`config.mk`:
```
export PLATFORM = sky130hd
export DESIGN_NAME = monitor_erros_soma
export DESIGN_NICKNAME = d
export VERILOG_FILES = /design/src/rtl/monitor_erros_pkg.sv /design/src/rtl/ref_soma_2bits.sv /design/src/rtl/monitor_erros_soma.sv
export SDC_FILE = /design/constraint.sdc
export NUM_CORES = 1
export LEC_CHECK = 0
export BUFFER_PORTS_ARGS = -buffer_cell sky130_fd_sc_hd__buf_4
export CAP_MARGIN = 20
export CORE_UTILIZATION = 34
export CTS_BUF_LIST = sky130_fd_sc_hd__clkbuf_4
export DETAILED_ROUTE_END_ITERATION = 10
export PLACE_DENSITY = 0.47
export SLEW_MARGIN = 20
export SYNTH_ARGS = -nofsm -noshare
export SYNTH_HDL_FRONTEND = slang
export SYNTH_SLANG_ARGS = --single-unit
```
`constraint.sdc`:
```
create_clock -name clk -period 5.2 [get_ports clk]
set_input_delay 0.52 -clock clk [delete_from_list [all_inputs] [get_ports clk]]
set_output_delay 0.52 -clock clk [all_outputs]
set_load 0.005 [all_outputs]
```
`src/rtl/monitor_erros_pkg.sv`:
```
// Shared definitions for the 2-bit adder error monitor.
// Holds the controller state encoding, the counter word indices used on
// out_id, and the number of words streamed per window.
package monitor_erros_pkg;

    typedef enum logic [1:0] {
        IDLE     = 2'd0,
        COLETA   = 2'd1,
        DESCARGA = 2'd2
    } estado_t;

    localparam logic [2:0] ID_TOTAL   = 3'd0;
    localparam logic [2:0] ID_BIT0    = 3'd1;
    localparam logic [2:0] ID_BIT1    = 3'd2;
    localparam logic [2:0] ID_BIT2    = 3'd3;
    localparam logic [2:0] ID_PALAVRA = 3'd4;

    localparam int NUM_PALAVRAS = 5;

endpackage

```
`src/rtl/ref_soma_2bits.sv`:
```
// Golden 2-bit adder, purely combinational.
// Ports:
//   a_i    [1:0]  operand A
//   b_i    [1:0]  operand B
//   soma_o [2:0]  A + B, carry in bit 2
module ref_soma_2bits (
    input  logic [1:0] a_i,
    input  logic [1:0] b_i,
    output logic [2:0] soma_o
);

    assign soma_o = {1'b0, a_i} + {1'b0, b_i};

endmodule

```
`src/rtl/monitor_erros_soma.sv`:
```
// Error monitor for the 2-bit adder under study.
// Collects N_AMOSTRAS samples (A, B, S), compares S with the golden sum and
// counts samples, per-bit mismatches and per-word mismatches, then streams the
// five counters out with a valid/ready handshake.
// Ports:
//   clk, rst_n          clock, synchronous active-low reset
//   start               begin a window (honoured in IDLE only)
//   in_valid/in_ready   sample handshake; in_a, in_b, in_s sample data
//   out_valid/out_ready word handshake; out_id index, out_dado counter value
//   busy                high outside IDLE
//   done                one-cycle pulse after the last word handshake
//
// state    | meaning
// IDLE     | waiting for start, counters hold last window
// COLETA   | accepting samples until N_AMOSTRAS are counted
// DESCARGA | streaming words id0..id4
module monitor_erros_soma
    import monitor_erros_pkg::*;
#(
    parameter int CNT_W      = 16,
    parameter int N_AMOSTRAS = 256
) (
    input  logic             clk,
    input  logic             rst_n,
    input  logic             start,
    input  logic             in_valid,
    output logic             in_ready,
    input  logic [1:0]       in_a,
    input  logic [1:0]       in_b,
    input  logic [2:0]       in_s,
    output logic             out_valid,
    input  logic             out_ready,
    output logic [2:0]       out_id,
    output logic [CNT_W-1:0] out_dado,
    output logic             busy,
    output logic             done
);

    generate
        if (N_AMOSTRAS < 1 || N_AMOSTRAS > (2 ** CNT_W) - 1) begin : g_param_err
            $error("monitor_erros_soma: N_AMOSTRAS out of range for CNT_W");
        end
    endgenerate

    localparam logic [CNT_W-1:0] N_LIM = CNT_W'(N_AMOSTRAS);

    estado_t          state_q, state_d;
    logic [CNT_W-1:0] cnt_q [NUM_PALAVRAS];
    logic [CNT_W-1:0] cnt_d [NUM_PALAVRAS];
    logic [2:0]       out_id_q, out_id_d;
    logic             done_q, done_d;

    logic [2:0]       golden;
    logic [2:0]       diff;
    logic [CNT_W-1:0] total_inc;

    ref_soma_2bits u_ref (
        .a_i    (in_a),
        .b_i    (in_b),
        .soma_o (golden)
    );

    assign diff      = golden ^ in_s;
    assign total_inc = cnt_q[ID_TOTAL] + CNT_W'(1);

    always_comb begin
        state_d  = state_q;
        cnt_d    = cnt_q;
        out_id_d = out_id_q;
        done_d   = 1'b0;
        case (state_q)
            IDLE: begin
                if (start) begin
                    for (int i = 0; i < NUM_PALAVRAS; i++) cnt_d[i] = '0;
                    out_id_d = ID_TOTAL;
                    state_d  = COLETA;
                end
            end
            COLETA: begin
                if (in_valid) begin
                    cnt_d[ID_TOTAL]   = total_inc;
                    cnt_d[ID_BIT0]    = cnt_q[ID_BIT0] + CNT_W'(diff[0]);
                    cnt_d[ID_BIT1]    = cnt_q[ID_BIT1] + CNT_W'(diff[1]);
                    cnt_d[ID_BIT2]    = cnt_q[ID_BIT2] + CNT_W'(diff[2]);
                    cnt_d[ID_PALAVRA] = cnt_q[ID_PALAVRA] + CNT_W'(|diff);
                    // in_ready is decoded from state, so leaving COLETA here
                    // guarantees no sample beyond the N-th is counted.
                    if (total_inc == N_LIM) state_d = DESCARGA;
                end
            end
            DESCARGA: begin
                if (out_ready) begin
                    if (out_id_q == ID_PALAVRA) begin
                        state_d = IDLE;
                        done_d  = 1'b1;
                    end else begin
                        out_id_d = out_id_q + 3'd1;
                    end
                end
            end
            default: state_d = IDLE;
        endcase
    end

    always_ff @(posedge clk) begin
        if (!rst_n) begin
            state_q  <= IDLE;
            for (int i = 0; i < NUM_PALAVRAS; i++) cnt_q[i] <= '0;
            out_id_q <= '0;
            done_q   <= 1'b0;
        end else begin
            state_q  <= state_d;
            cnt_q    <= cnt_d;
            out_id_q <= out_id_d;
            done_q   <= done_d;
        end
    end

    always_comb begin
        out_dado = '0;
        case (out_id_q)
            ID_TOTAL:   out_dado = cnt_q[ID_TOTAL];
            ID_BIT0:    out_dado = cnt_q[ID_BIT0];
            ID_BIT1:    out_dado = cnt_q[ID_BIT1];
            ID_BIT2:    out_dado = cnt_q[ID_BIT2];
            ID_PALAVRA: out_dado = cnt_q[ID_PALAVRA];
            default:    out_dado = '0;
        endcase
    end

    assign in_ready  = (state_q == COLETA);
    assign out_valid = (state_q == DESCARGA);
    assign busy      = (state_q != IDLE);
    assign out_id    = out_id_q;
    assign done      = done_q;

endmodule
```
==> flow_metrics.env, run 1 <==
export IMPL_worstRegToRegCells=6
export IMPL_critical_path_reg2reg_endpoint="state_q[1]"
export IMPL_layout_filler_cells=1406
export IMPL_switching_power_uw=292
export IMPL_clock_tree_buffer_depth=2
export IMPL_design_die_area_mm2=0.0143
export IMPL_route_detailed_wl_per_inst_um=16.4
export IMPL_initialDrtViolationCount=334
export IMPL_critical_path_top_delay_family="simple AND/OR/NAND/NOR gates"
export IMPL_worstPathMaxFanout=9
export IMPL_final_max_slew_viols=0
export IMPL_async_reset_ff_share_pct=0
export IMPL_leakagePower_nw=1.84
export IMPL_hold_critical_path_depth=3
export IMPL_clkLatencyLatePin_ns=0.45
export IMPL_topRoutingLayerUsed="met4"
export IMPL_synth_distinct_cells=51
export IMPL_route_antenna_remaining_nets=0
export IMPL_cts_hold_buf=0
export IMPL_path_clk_slew_ns=0.14
export IMPL_final_min_clock_period_ns=3.12
export IMPL_grt_setup_unrepaired="false"
export IMPL_antenna_violations_before_repair=0
export IMPL_number_of_global_route_vias_before_repair=3849
export IMPL_io_buffers=34
export IMPL_wl_mm=12.6
export IMPL_num_nets_final=615
export IMPL_timing_setup_critical_path_class="register to primary output"
export IMPL_cts_buffers_inserted=9
export IMPL_coreArea_mm2=0.0133
export IMPL_numPlacedInstances=751
export IMPL_globalRouteTotalUtil_pct=18.5
export IMPL_insertedDiodeCount=0
export IMPL_critical_path_buf_inv_count=2
export IMPL_tritoncts_clock_tree="done"
export IMPL_period_share_pct=60.0
export IMPL_multi_input_gate_area_mm2=0.00279
export IMPL_post_synth_cell_area_avg_um2=8.16
export IMPL_post_cts_setup_buffers=0
export IMPL_yosys_register_bits=86
export IMPL_switching_share_pct=24.8
export IMPL_placementRows=42
export IMPL_synthToLayoutAreaGrowth_pct=11.1
export IMPL_timing_rr_start="cnt_q[68]"
export IMPL_hold_violations=0
export IMPL_chipHeight_um=119
export IMPL_outcome="completed"
export IMPL_dieWidth_um=119
export IMPL_finalSetupViolations=0
export IMPL_detail_route_vias_per_cell=5.40
export IMPL_clock_tree_root_cell="sky130_fd_sc_hd__clkbuf_4"
export IMPL_mappedNetlistNets=604
export IMPL_fin_worst_skew_ns=0.0140
export IMPL_grt_max_degree=58
export IMPL_dp_final_hpwl_mm=9.03
export IMPL_synthesis_area_mm2=0.00469
export IMPL_timing_critical_path_slowest_stage_cell="sky130_fd_sc_hd__nor2b_1"
export IMPL_htree_num_levels=3
export IMPL_timing_worst_slew_pin_value_ns=0.757
export IMPL_seqCellArea_mm2=0.00172
export IMPL_wire_length_on_met2_mm=5.41
export IMPL_share_seq_of_total_power_pct=56.7
export IMPL_part_of_the_total_power_dissipated_in_the_clock_network_pct=37.0
export IMPL_floorplan_io_pins=35
export IMPL_number_of_flops_mapped_to_enable_cells_by_yosys=0
export IMPL_gr_total_overflow=0
export IMPL_whs_endpoint="done"
export IMPL_route_detailed_drc=0
export IMPL_wl_met3_um=636
export IMPL_max_vdd_ir_drop_uv=111
export IMPL_hold_path_class="input pin to register"
export IMPL_critical_path_required_ns=4.68
export IMPL_synth_main_ff_cell="sky130_fd_sc_hd__dfxtp_1"
export IMPL_cellInternalPower_uw=883
export IMPL_max_stage_delay_ns=0.65
export IMPL_pwr_share_comb_pct=6.3
export IMPL_powerDensity_mw_per_mm2=225
export IMPL_cts_num_sinks=86
export IMPL_floorplan_initialDensity_pct=35.2
export IMPL_timing_max_slew_rel_slack_pct=49.1
export IMPL_vias=4144
export IMPL_arrival_ns=2.60
export IMPL_timing_max_cap_violations=0
export IMPL_cts_resized=0
export IMPL_gp_congestion=0.762
export IMPL_fmaxAchievable_mhz=321
export IMPL_wirelength_met1_mm=6.27
export IMPL_worstHoldStart="out_ready"
export IMPL_cp_cell_sequence="inv_1 -> ha_1 -> nor2b_1 -> a22oi_1 -> nand3_1 -> buf_4"
export IMPL_setup_reg_to_reg_worst_slack_ns=2.38
export IMPL_fin_tns_setup_ns=0
export IMPL_ys_warn_count=0
export IMPL_synth_seq_area_share_pct=36.7
export IMPL_synth_cells=575
export IMPL_global_route_wire_length_before_repair_mm=20.7
export IMPL_final_cells=767
export IMPL_crit_path_start_kind="register"
export IMPL_drive_gt1_share_pct=10.2
export IMPL_cp_end_kind="primary output"
export IMPL_dr_pass1_iters=5
state kept, by name, indices dropped and copies added, names as in the netlist:
register  flops
cnt_q        80
done          1
out_id        3
state_q       2
cells in the final DEF, fill, tap and decap left out, types with 16 or more instances in the layout:
cell type	count
sky130_fd_sc_hd__buf_4	39
sky130_fd_sc_hd__xnor2_1	22
sky130_fd_sc_hd__a22oi_1	28
sky130_fd_sc_hd__ha_1	16
sky130_fd_sc_hd__dfxtp_1	86
sky130_fd_sc_hd__nand3_1	47
sky130_fd_sc_hd__nand4_1	16
sky130_fd_sc_hd__nand2_1	54
sky130_fd_sc_hd__nor2_1	65
sky130_fd_sc_hd__o21ai_0	25
sky130_fd_sc_hd__xor2_1	40
worst reg2reg max path: cells and delay by family (launching register included):
| family | cells | cell delay (ns) |
|---|---|---|
| DFF | 1 | 0.56 |
| xor gates and xnor gates | 1 | 0.16 |
| AOI/OAI and AO/OA | 2 | 0.33 |
| and+or+nand+nor | 3 | 1.73 |
per-stage QoR:
stage	total power, mW	hold WS [ns]	cell area (um^2)	utilization (%)	setup slack [ns]
3_5_place_dp	0.756	0.481	5060	37.9	2.04
4_1_cts	1.19	0.293	5210	39.1	2.06
5_1_grt	1.23	0.302	5210	39.1	1.92
3_3_place_gp	0.755	0.472	5060	37.9	2.08
2_1_floorplan	0.728	0.458	4690	-	2.42
6_report	1.18	0.325	5210	39.1	2.08
metal layers:
| metal | up-vias | track usage (%) |
|---|---|---|
| li1 | 2053 | - |
| met1 | 1957 | 26.2 |
| met2 | 116 | 27.7 |
| met3 | 18 | 2.85 |
| met4 | 0 | 7.89 |
| met5 | - | 0 |
synthesized netlist by cell type, types with 2 or more instances:
library cell | number | area (um^2)
sky130_fd_sc_hd__nand2_1 | 54 | 203
sky130_fd_sc_hd__nor3_1 | 10 | 50.1
sky130_fd_sc_hd__nor2_1 | 65 | 244
sky130_fd_sc_hd__clkbuf_1 | 30 | 113
sky130_fd_sc_hd__nor3_4 | 2 | 32.5
sky130_fd_sc_hd__a22oi_1 | 28 | 210
sky130_fd_sc_hd__nand4_1 | 16 | 100
sky130_fd_sc_hd__a21boi_0 | 13 | 97.6
sky130_fd_sc_hd__nand2b_1 | 2 | 12.5
sky130_fd_sc_hd__and3_1 | 15 | 93.8
sky130_fd_sc_hd__nand4b_1 | 2 | 17.5
sky130_fd_sc_hd__and2_1 | 6 | 37.5
sky130_fd_sc_hd__nand3_2 | 2 | 20.0
sky130_fd_sc_hd__o211a_1 | 2 | 20.0
sky130_fd_sc_hd__a222oi_1 | 7 | 70.1
sky130_fd_sc_hd__and4_1 | 3 | 26.3
sky130_fd_sc_hd__dfxtp_1 | 86 | 1720
sky130_fd_sc_hd__buf_1 | 3 | 11.3
sky130_fd_sc_hd__ha_1 | 16 | 200
sky130_fd_sc_hd__buf_2 | 4 | 20.0
sky130_fd_sc_hd__or3_1 | 7 | 43.8
sky130_fd_sc_hd__o21ai_0 | 26 | 130
sky130_fd_sc_hd__nand3_1 | 47 | 235
sky130_fd_sc_hd__a21oi_1 | 13 | 65.1
sky130_fd_sc_hd__inv_1 | 9 | 33.8
sky130_fd_sc_hd__xnor2_1 | 22 | 193
sky130_fd_sc_hd__a311oi_1 | 2 | 17.5
sky130_fd_sc_hd__or4_1 | 3 | 22.5
sky130_fd_sc_hd__nor2b_1 | 14 | 87.6
sky130_fd_sc_hd__xor2_1 | 40 | 350
sky130_fd_sc_hd__nor4_1 | 6 | 37.5
final cells by class:
class,instances,share of cell area (%)
sequential,86,33.0
clock buffer,10,1.44
multi-input combinational,441,53.6
timing repair buffer,39,5.62
inverter,9,0.648
clock inverter,6,1.46
tap,176,4.22
how the worst max path moves through the flow:
stage	start	end	slack, ns	cells past startpoint
2_1_floorplan	in_a[0]	cnt_q[11]	2.42	12
3_3_place_gp	in_a[0]	cnt_q[11]	2.08	13
3_5_place_dp	in_a[0]	cnt_q[11]	2.04	13
4_1_cts	out_id[0]	out_dado[10]	2.06	6
5_1_grt	out_id[0]	out_dado[5]	1.92	6
6_report	out_id[0]	out_dado[5]	2.08	6
cells by family after synthesis:
kind of cell               synth area share (%)
xor gates and xnor gates                   11.6
buffers and inverters                      4.05
and+or+nand+nor                            28.1
muxes                                     0.213
DFF                                        36.7
adders and majority gates                  4.69
AOI/OAI and AO/OA                          14.7
power by group through the flow:
stage	logic, mW	registers [mW]	clock network (mW)
after CTS	0.0754	0.666	0.449
final	0.0741	0.666	0.435
after global placement	0.0748	0.680	0
after floorplan	0.0486	0.679	0
after global routing	0.0840	0.667	0.483
after detailed placement	0.0755	0.681	0
No activity file was read; power rests on OpenSTA's default activity.
==> inputs of run 2 (changes only) <==
Settings changed: PLACE_DENSITY 0.47 to 0.49.
Clock period 5.2 ns to 2.5 ns, I/O delays scaled along.
==> run 2 against run 1 <==
Effect of this change: first-iteration DRC count is 12% lower; register-to-register slack worse by 2.3 ns; sequential share of layout area is 1.7 points lower; sequential power grew 110%; worst setup slack got worse by 2.0 ns; critical path depth fell by 1; highest routed layer unchanged.
==> flow_metrics.env, run 2 (synthesized netlist as in run 1, its figures left out) <==
export IMPL_timing_worst_slew_pin_value_ns=0.569
export IMPL_initialDrtViolationCount=293
export IMPL_outcome="completed"
export IMPL_powerDensity_mw_per_mm2=445
export IMPL_global_route_wire_length_before_repair_mm=21.0
export IMPL_timing_setup_critical_path_class="register to primary output"
export IMPL_grt_setup_unrepaired="false"
export IMPL_dieWidth_um=119
export IMPL_critical_path_required_ns=2.25
export IMPL_arrival_ns=2.15
export IMPL_finalCoreUtilization_pct=41.3
export IMPL_coreArea_mm2=0.0133
export IMPL_layout_cells_most_common_list="83 x sky130_fd_sc_hd__dfxtp_1, 70 x sky130_fd_sc_hd__buf_4, 65 x sky130_fd_sc_hd__nor2_1"
export IMPL_wl_mm=12.6
export IMPL_io_buffers=34
export IMPL_antenna_violations_before_repair=1
export IMPL_clock_tree_root_cell="sky130_fd_sc_hd__clkbuf_4"
export IMPL_cts_buffers_inserted=9
export IMPL_route_antenna_remaining_nets=0
export IMPL_grt_max_degree=58
export IMPL_finalSetupViolations=0
export IMPL_gp_congestion=0.796
export IMPL_topRoutingLayerUsed="met4"
export IMPL_gr_total_overflow=0
export IMPL_worstHoldStart="out_ready"
export IMPL_placementRows=42
export IMPL_number_of_global_route_vias_before_repair=4044
export IMPL_wirelength_met1_mm=6.28
export IMPL_floorplan_io_pins=35
export IMPL_chipHeight_um=119
export IMPL_htree_num_levels=3
export IMPL_crit_path_start_kind="register"
export IMPL_vias=4185
export IMPL_route_detailed_wl_per_inst_um=15.7
export IMPL_wl_met3_um=516
export IMPL_cp_end_kind="primary output"
export IMPL_dp_final_hpwl_mm=9.32
export IMPL_detail_route_vias_per_cell=5.24
export IMPL_path_clk_slew_ns=0.13
export IMPL_crit_path_start="out_id[1]"
export IMPL_worstPathMaxFanout=16
export IMPL_clock_tree_buffer_depth=2
export IMPL_cell_area_after_placement_mm2=0.00532
export IMPL_power_total_mw=2.45
export IMPL_largest_register="cnt_q"
export IMPL_timing_max_cap_violations=0
export IMPL_stdcell_area_mm2=0.00551
export IMPL_synthToLayoutAreaGrowth_pct=17.5
export IMPL_route_detailed_drc=0
export IMPL_wire_length_on_met2_mm=5.59
export IMPL_most_common_library_cell_in_the_layout_ignoring_fill_and_taps="sky130_fd_sc_hd__dfxtp_1"
export IMPL_floorplan_initialDensity_pct=35.2
export IMPL_drive_gt1_share_pct=16.6
export IMPL_fin_worst_skew_ns=0.0146
export IMPL_num_nets_final=647
export IMPL_globalRouteTotalUtil_pct=18.7
export IMPL_fmaxAchievable_mhz=416
export IMPL_max_vdd_ir_drop_uv=164
export IMPL_flip_flop_count_of_the_largest_register_all_copies_and_words_added=80
export IMPL_dr_pass1_iters=5
export IMPL_final_max_slew_viols=0
export IMPL_clkLatencyLatePin_ns=0.47
export IMPL_timing_rr_start="cnt_q[64]"
export IMPL_hold_violations=0
export IMPL_cts_num_sinks=86
export IMPL_fin_tns_setup_ns=0
export IMPL_design_die_area_mm2=0.0143
export IMPL_period_share_pct=96.1
export IMPL_hold_path_class="input pin to register"
export IMPL_tritoncts_clock_tree="done"
export IMPL_final_min_clock_period_ns=2.40
export IMPL_leakagePower_nw=2.02
export IMPL_timing_max_slew_rel_slack_pct=62.1
[run 2: changes by cell type in the layout (fill, tap and decap cells not counted), moves of 3 or more]
cell	previous run	this run
sky130_fd_sc_hd__buf_4	39	70
sky130_fd_sc_hd__o21ai_0	25	21
sky130_fd_sc_hd__o21ai_1	0	4
sky130_fd_sc_hd__dfxtp_1	86	83
[run 2: per-stage QoR]
stage	std cells	setup WS (ns)	hold WS (ns)
2_1_floorplan	575	0.0158	0.392
3_3_place_gp	782	-0.211	0.473
3_5_place_dp	782	-0.287	0.483
4_1_cts	797	0.000764	0.00987
5_1_grt	799	0.00293	0.0376
6_report	799	0.0969	0.0384
[run 2: layout make-up]
type                       count  area, um^2
inverter                       9        33.8
clock inverter                 5        75.1
fill                        1441        7830
timing repair buffer          71         546
sequential                    86        1730
clock buffer                  10        75.1
tap                          176         220
antenna                        1        2.50
multi-input combinational    441        2830
[run 2: path summary, 6_finish.rpt]
kind              cells after the start  slack, ns     endpoint
hold / removal                        3       0.04         done
setup reg to reg                      8       0.12   state_q[1]
hold reg to reg                       2       0.50    cnt_q[48]
setup / recovery                      5        0.1  out_dado[4]
[run 2: per-layer routing]
metal	GRT usage [%]	vias to the layer above
met4	7.27	0
met5	0	-
li1	-	2113
met2	29.1	108
met1	26.1	1952
met3	2.66	12
[run 2: power breakdown]
part / internal [mW] / switching (mW)
Clock: 0.405 / 0.501
Combinational: 0.0617 / 0.101
Sequential: 1.38 / 0.00749
[run 2: timing repair]
| action | in CTS | in global routing |
|---|---|---|
| pin swaps | 2 | 4 |
| buffers inserted | 0 | 1 |
| gates resized for setup | 8 | 11 |
| setup endpoints to repair | 16 | 14 |
| hold buffers | 0 | 0 |
[run 2: critical path: stages, from the launching register on]
cell and delay [ns]:
sky130_fd_sc_hd__dfxtp_4 0.38, sky130_fd_sc_hd__ha_1 0.18, sky130_fd_sc_hd__ha_2 0.28, sky130_fd_sc_hd__a222oi_1 0.47
sky130_fd_sc_hd__o21ai_0 0.20, sky130_fd_sc_hd__buf_4 0.18
==> inputs of run 3 (changes only) <==
Settings changed: CTS_CLUSTER_SIZE from default to 24, SETUP_SLACK_MARGIN from default to 0.4.
==> run 3 against run 2 <==
Effect of this change: count of clock-buffer cells in the layout is 1 higher; worst hold slack better by 0.018 ns; non-clock buffer count is 25 higher; total power is 7.4% lower; utilization is 4.6 points higher; register-to-register slack better by 0.33 ns; sequential share of layout area is 2.7 points lower; global-route usage is 0.65 points higher; sequential cell count stayed put; cell area is 11% higher; critical endpoint is now out_dado[10].
==> flow_metrics.env, run 3 (synthesized netlist as in run 1, its figures left out) <==
export IMPL_layout_cells_most_common_list="82 x sky130_fd_sc_hd__buf_4, 74 x sky130_fd_sc_hd__dfxtp_1, 63 x sky130_fd_sc_hd__nor2_1"
export IMPL_vias=4378
export IMPL_share_seq_of_total_power_pct=60.7
export IMPL_number_of_global_route_vias_before_repair=4036
export IMPL_stdcell_area_mm2=0.00613
export IMPL_coreArea_mm2=0.0133
export IMPL_power_total_mw=2.27
export IMPL_leakagePower_nw=2.27
export IMPL_timing_max_cap_violations=0
export IMPL_htree_num_levels=3
export IMPL_final_min_clock_period_ns=2.31
export IMPL_timing_worst_slew_pin_value_ns=0.471
export IMPL_fin_worst_skew_ns=0.0198
export IMPL_hold_path_class="input pin to register"
export IMPL_fmaxAchievable_mhz=434
export IMPL_cellInternalPower_mw=1.66
export IMPL_global_route_wire_length_before_repair_mm=21.7
export IMPL_powerDensity_mw_per_mm2=371
export IMPL_grt_setup_unrepaired="true"
export IMPL_worstPathMaxFanout=7
export IMPL_period_share_pct=92.3
export IMPL_numPlacedInstances=786
export IMPL_cell_area_after_placement_mm2=0.00541
export IMPL_max_stage_delay_ns=0.40
export IMPL_route_detailed_drc=0
export IMPL_synthToLayoutAreaGrowth_pct=30.5
export IMPL_antenna_violations_before_repair=0
export IMPL_clock_tree_buffer_depth=2
export IMPL_crit_path_start_kind="register"
export IMPL_max_vdd_ir_drop_uv=215
export IMPL_design_die_area_mm2=0.0143
export IMPL_timing_critical_path_slowest_stage_cell="sky130_fd_sc_hd__a222oi_1"
export IMPL_fin_tns_setup_ns=0
export IMPL_clock_tree_root_cell="sky130_fd_sc_hd__clkbuf_4"
export IMPL_hold_violations=0
export IMPL_most_common_library_cell_in_the_layout_ignoring_fill_and_taps="sky130_fd_sc_hd__buf_4"
export IMPL_wl_mm=13.4
export IMPL_num_nets_final=673
export IMPL_cts_buffers_inserted=9
export IMPL_cp_end_kind="primary output"
export IMPL_gr_total_overflow=0
export IMPL_timing_setup_critical_path_class="register to primary output"
export IMPL_part_of_the_total_power_dissipated_in_the_clock_network_pct=30.8
export IMPL_worst_slack_ns=0.194
export IMPL_route_antenna_remaining_nets=0
export IMPL_layout_filler_cells=1364
export IMPL_tritoncts_clock_tree="done"
export IMPL_detail_route_vias_per_cell=5.32
export IMPL_critical_path_buf_inv_count=2
export IMPL_final_max_slew_viols=0
export IMPL_clkLatencyLatePin_ns=0.46
export IMPL_insertedDiodeCount=0
export IMPL_switching_share_pct=26.9
export IMPL_placementRows=42
export IMPL_flip_flop_count_of_the_largest_register_all_copies_and_words_added=80
export IMPL_cp_common_cell="sky130_fd_sc_hd__ha_4"
export IMPL_outcome="completed"
export IMPL_path_clk_slew_ns=0.14
export IMPL_grt_max_degree=58
export IMPL_globalRouteTotalUtil_pct=19.4
export IMPL_floorplan_initialDensity_pct=35.2
export IMPL_arrival_ns=2.06
export IMPL_pwr_share_comb_pct=8.4
export IMPL_cts_num_sinks=86
export IMPL_finalCoreUtilization_pct=45.9
export IMPL_cts_hold_buf=0
export IMPL_io_buffers=34
export IMPL_dr_pass1_iters=5
export IMPL_critical_path_top_delay_family="compound AO/OA/AOI/OAI gates"
export IMPL_cp_cell_sequence="ha_4 -> ha_4 -> buf_12 -> a222oi_1 -> o21ai_1 -> buf_4"
export IMPL_dp_final_hpwl_mm=9.34
export IMPL_largest_register="cnt_q"
export IMPL_drive_gt1_share_pct=30.1
export IMPL_multi_input_gate_area_mm2=0.00320
export IMPL_final_cells=823
export IMPL_seqCellArea_mm2=0.00175
export IMPL_place_worst_setup_slack_ns=-0.187
export IMPL_route_detailed_wl_per_inst_um=16.3
export IMPL_timing_max_slew_rel_slack_pct=68.6
export IMPL_gp_congestion=0.784
export IMPL_initialDrtViolationCount=400
export IMPL_dieWidth_um=119
export IMPL_finalSetupViolations=0
export IMPL_floorplan_io_pins=35
export IMPL_switching_power_uw=610
export IMPL_critical_path_required_ns=2.25
export IMPL_finalHoldWorstSlack_ns=0.0567
export IMPL_chipHeight_um=119
-- run 3: cell types whose count changed in the layout (fill, tap and decap cells not counted), moves of 5 or more --
| cell | delta |
|---|---|
| sky130_fd_sc_hd__xnor2_2 | +5 |
| sky130_fd_sc_hd__buf_4 | +12 |
| sky130_fd_sc_hd__a22oi_1 | -13 |
| sky130_fd_sc_hd__nand3_2 | +9 |
| sky130_fd_sc_hd__a22oi_2 | +13 |
| sky130_fd_sc_hd__ha_1 | -6 |
| sky130_fd_sc_hd__nand3_1 | -10 |
| sky130_fd_sc_hd__dfxtp_4 | +6 |
| sky130_fd_sc_hd__buf_6 | +9 |
| sky130_fd_sc_hd__ha_4 | +6 |
| sky130_fd_sc_hd__dfxtp_1 | -9 |
| sky130_fd_sc_hd__xnor2_1 | -5 |
-- run 3: path summary, 6_finish.rpt --
path	from	to	slack, ns	cells after the start
setup reg to reg	cnt_q[69]	state_q[1]	0.45	7
hold / removal	out_ready	done	0.06	3
hold reg to reg	cnt_q[48]	cnt_q[48]	0.50	2
setup / recovery	out_id[0]	out_dado[10]	0.19	6
-- run 3: cell type report --
type / count / area share, %
timing repair buffer: 96 / 13.5
multi-input combinational: 442 / 52.2
tap: 176 / 3.59
sequential: 86 / 28.6
clock inverter: 3 / 0.225
inverter: 9 / 0.551
clock buffer: 11 / 1.35
-- run 3: per-layer routing --
| metal | track usage [%] | up-vias | wire (um) |
|---|---|---|---|
| met1 | 27.2 | 2102 | 6690 |
| met5 | 0 | - | 0 |
| met2 | 29.7 | 92 | 6010 |
| li1 | - | 2167 | - |
| met4 | 7.97 | 0 | 248 |
| met3 | 2.85 | 17 | 497 |
-- run 3: power groups by stage --
stage          sequential, mW  clock (mW)  combinational (mW)
2_1_floorplan            1.41           0               0.104
3_3_place_gp             1.41           0               0.171
3_5_place_dp             1.41           0               0.173
4_1_cts                  1.38       0.722               0.177
5_1_grt                  1.38       0.781               0.209
6_report                 1.38       0.701               0.191
-- run 3: what timing repair did --
item,in CTS,in global routing
pin swaps,15,20
gates resized for setup,50,54
buffers inserted,13,8
endpoints found under the setup margin,27,38
gates cloned,2,0
-- run 3: worst min-delay path: stages --
cell and delay, ns:
sky130_fd_sc_hd__buf_4 0.11, sky130_fd_sc_hd__nand2_1 0.08, sky130_fd_sc_hd__nor2_1 0.05
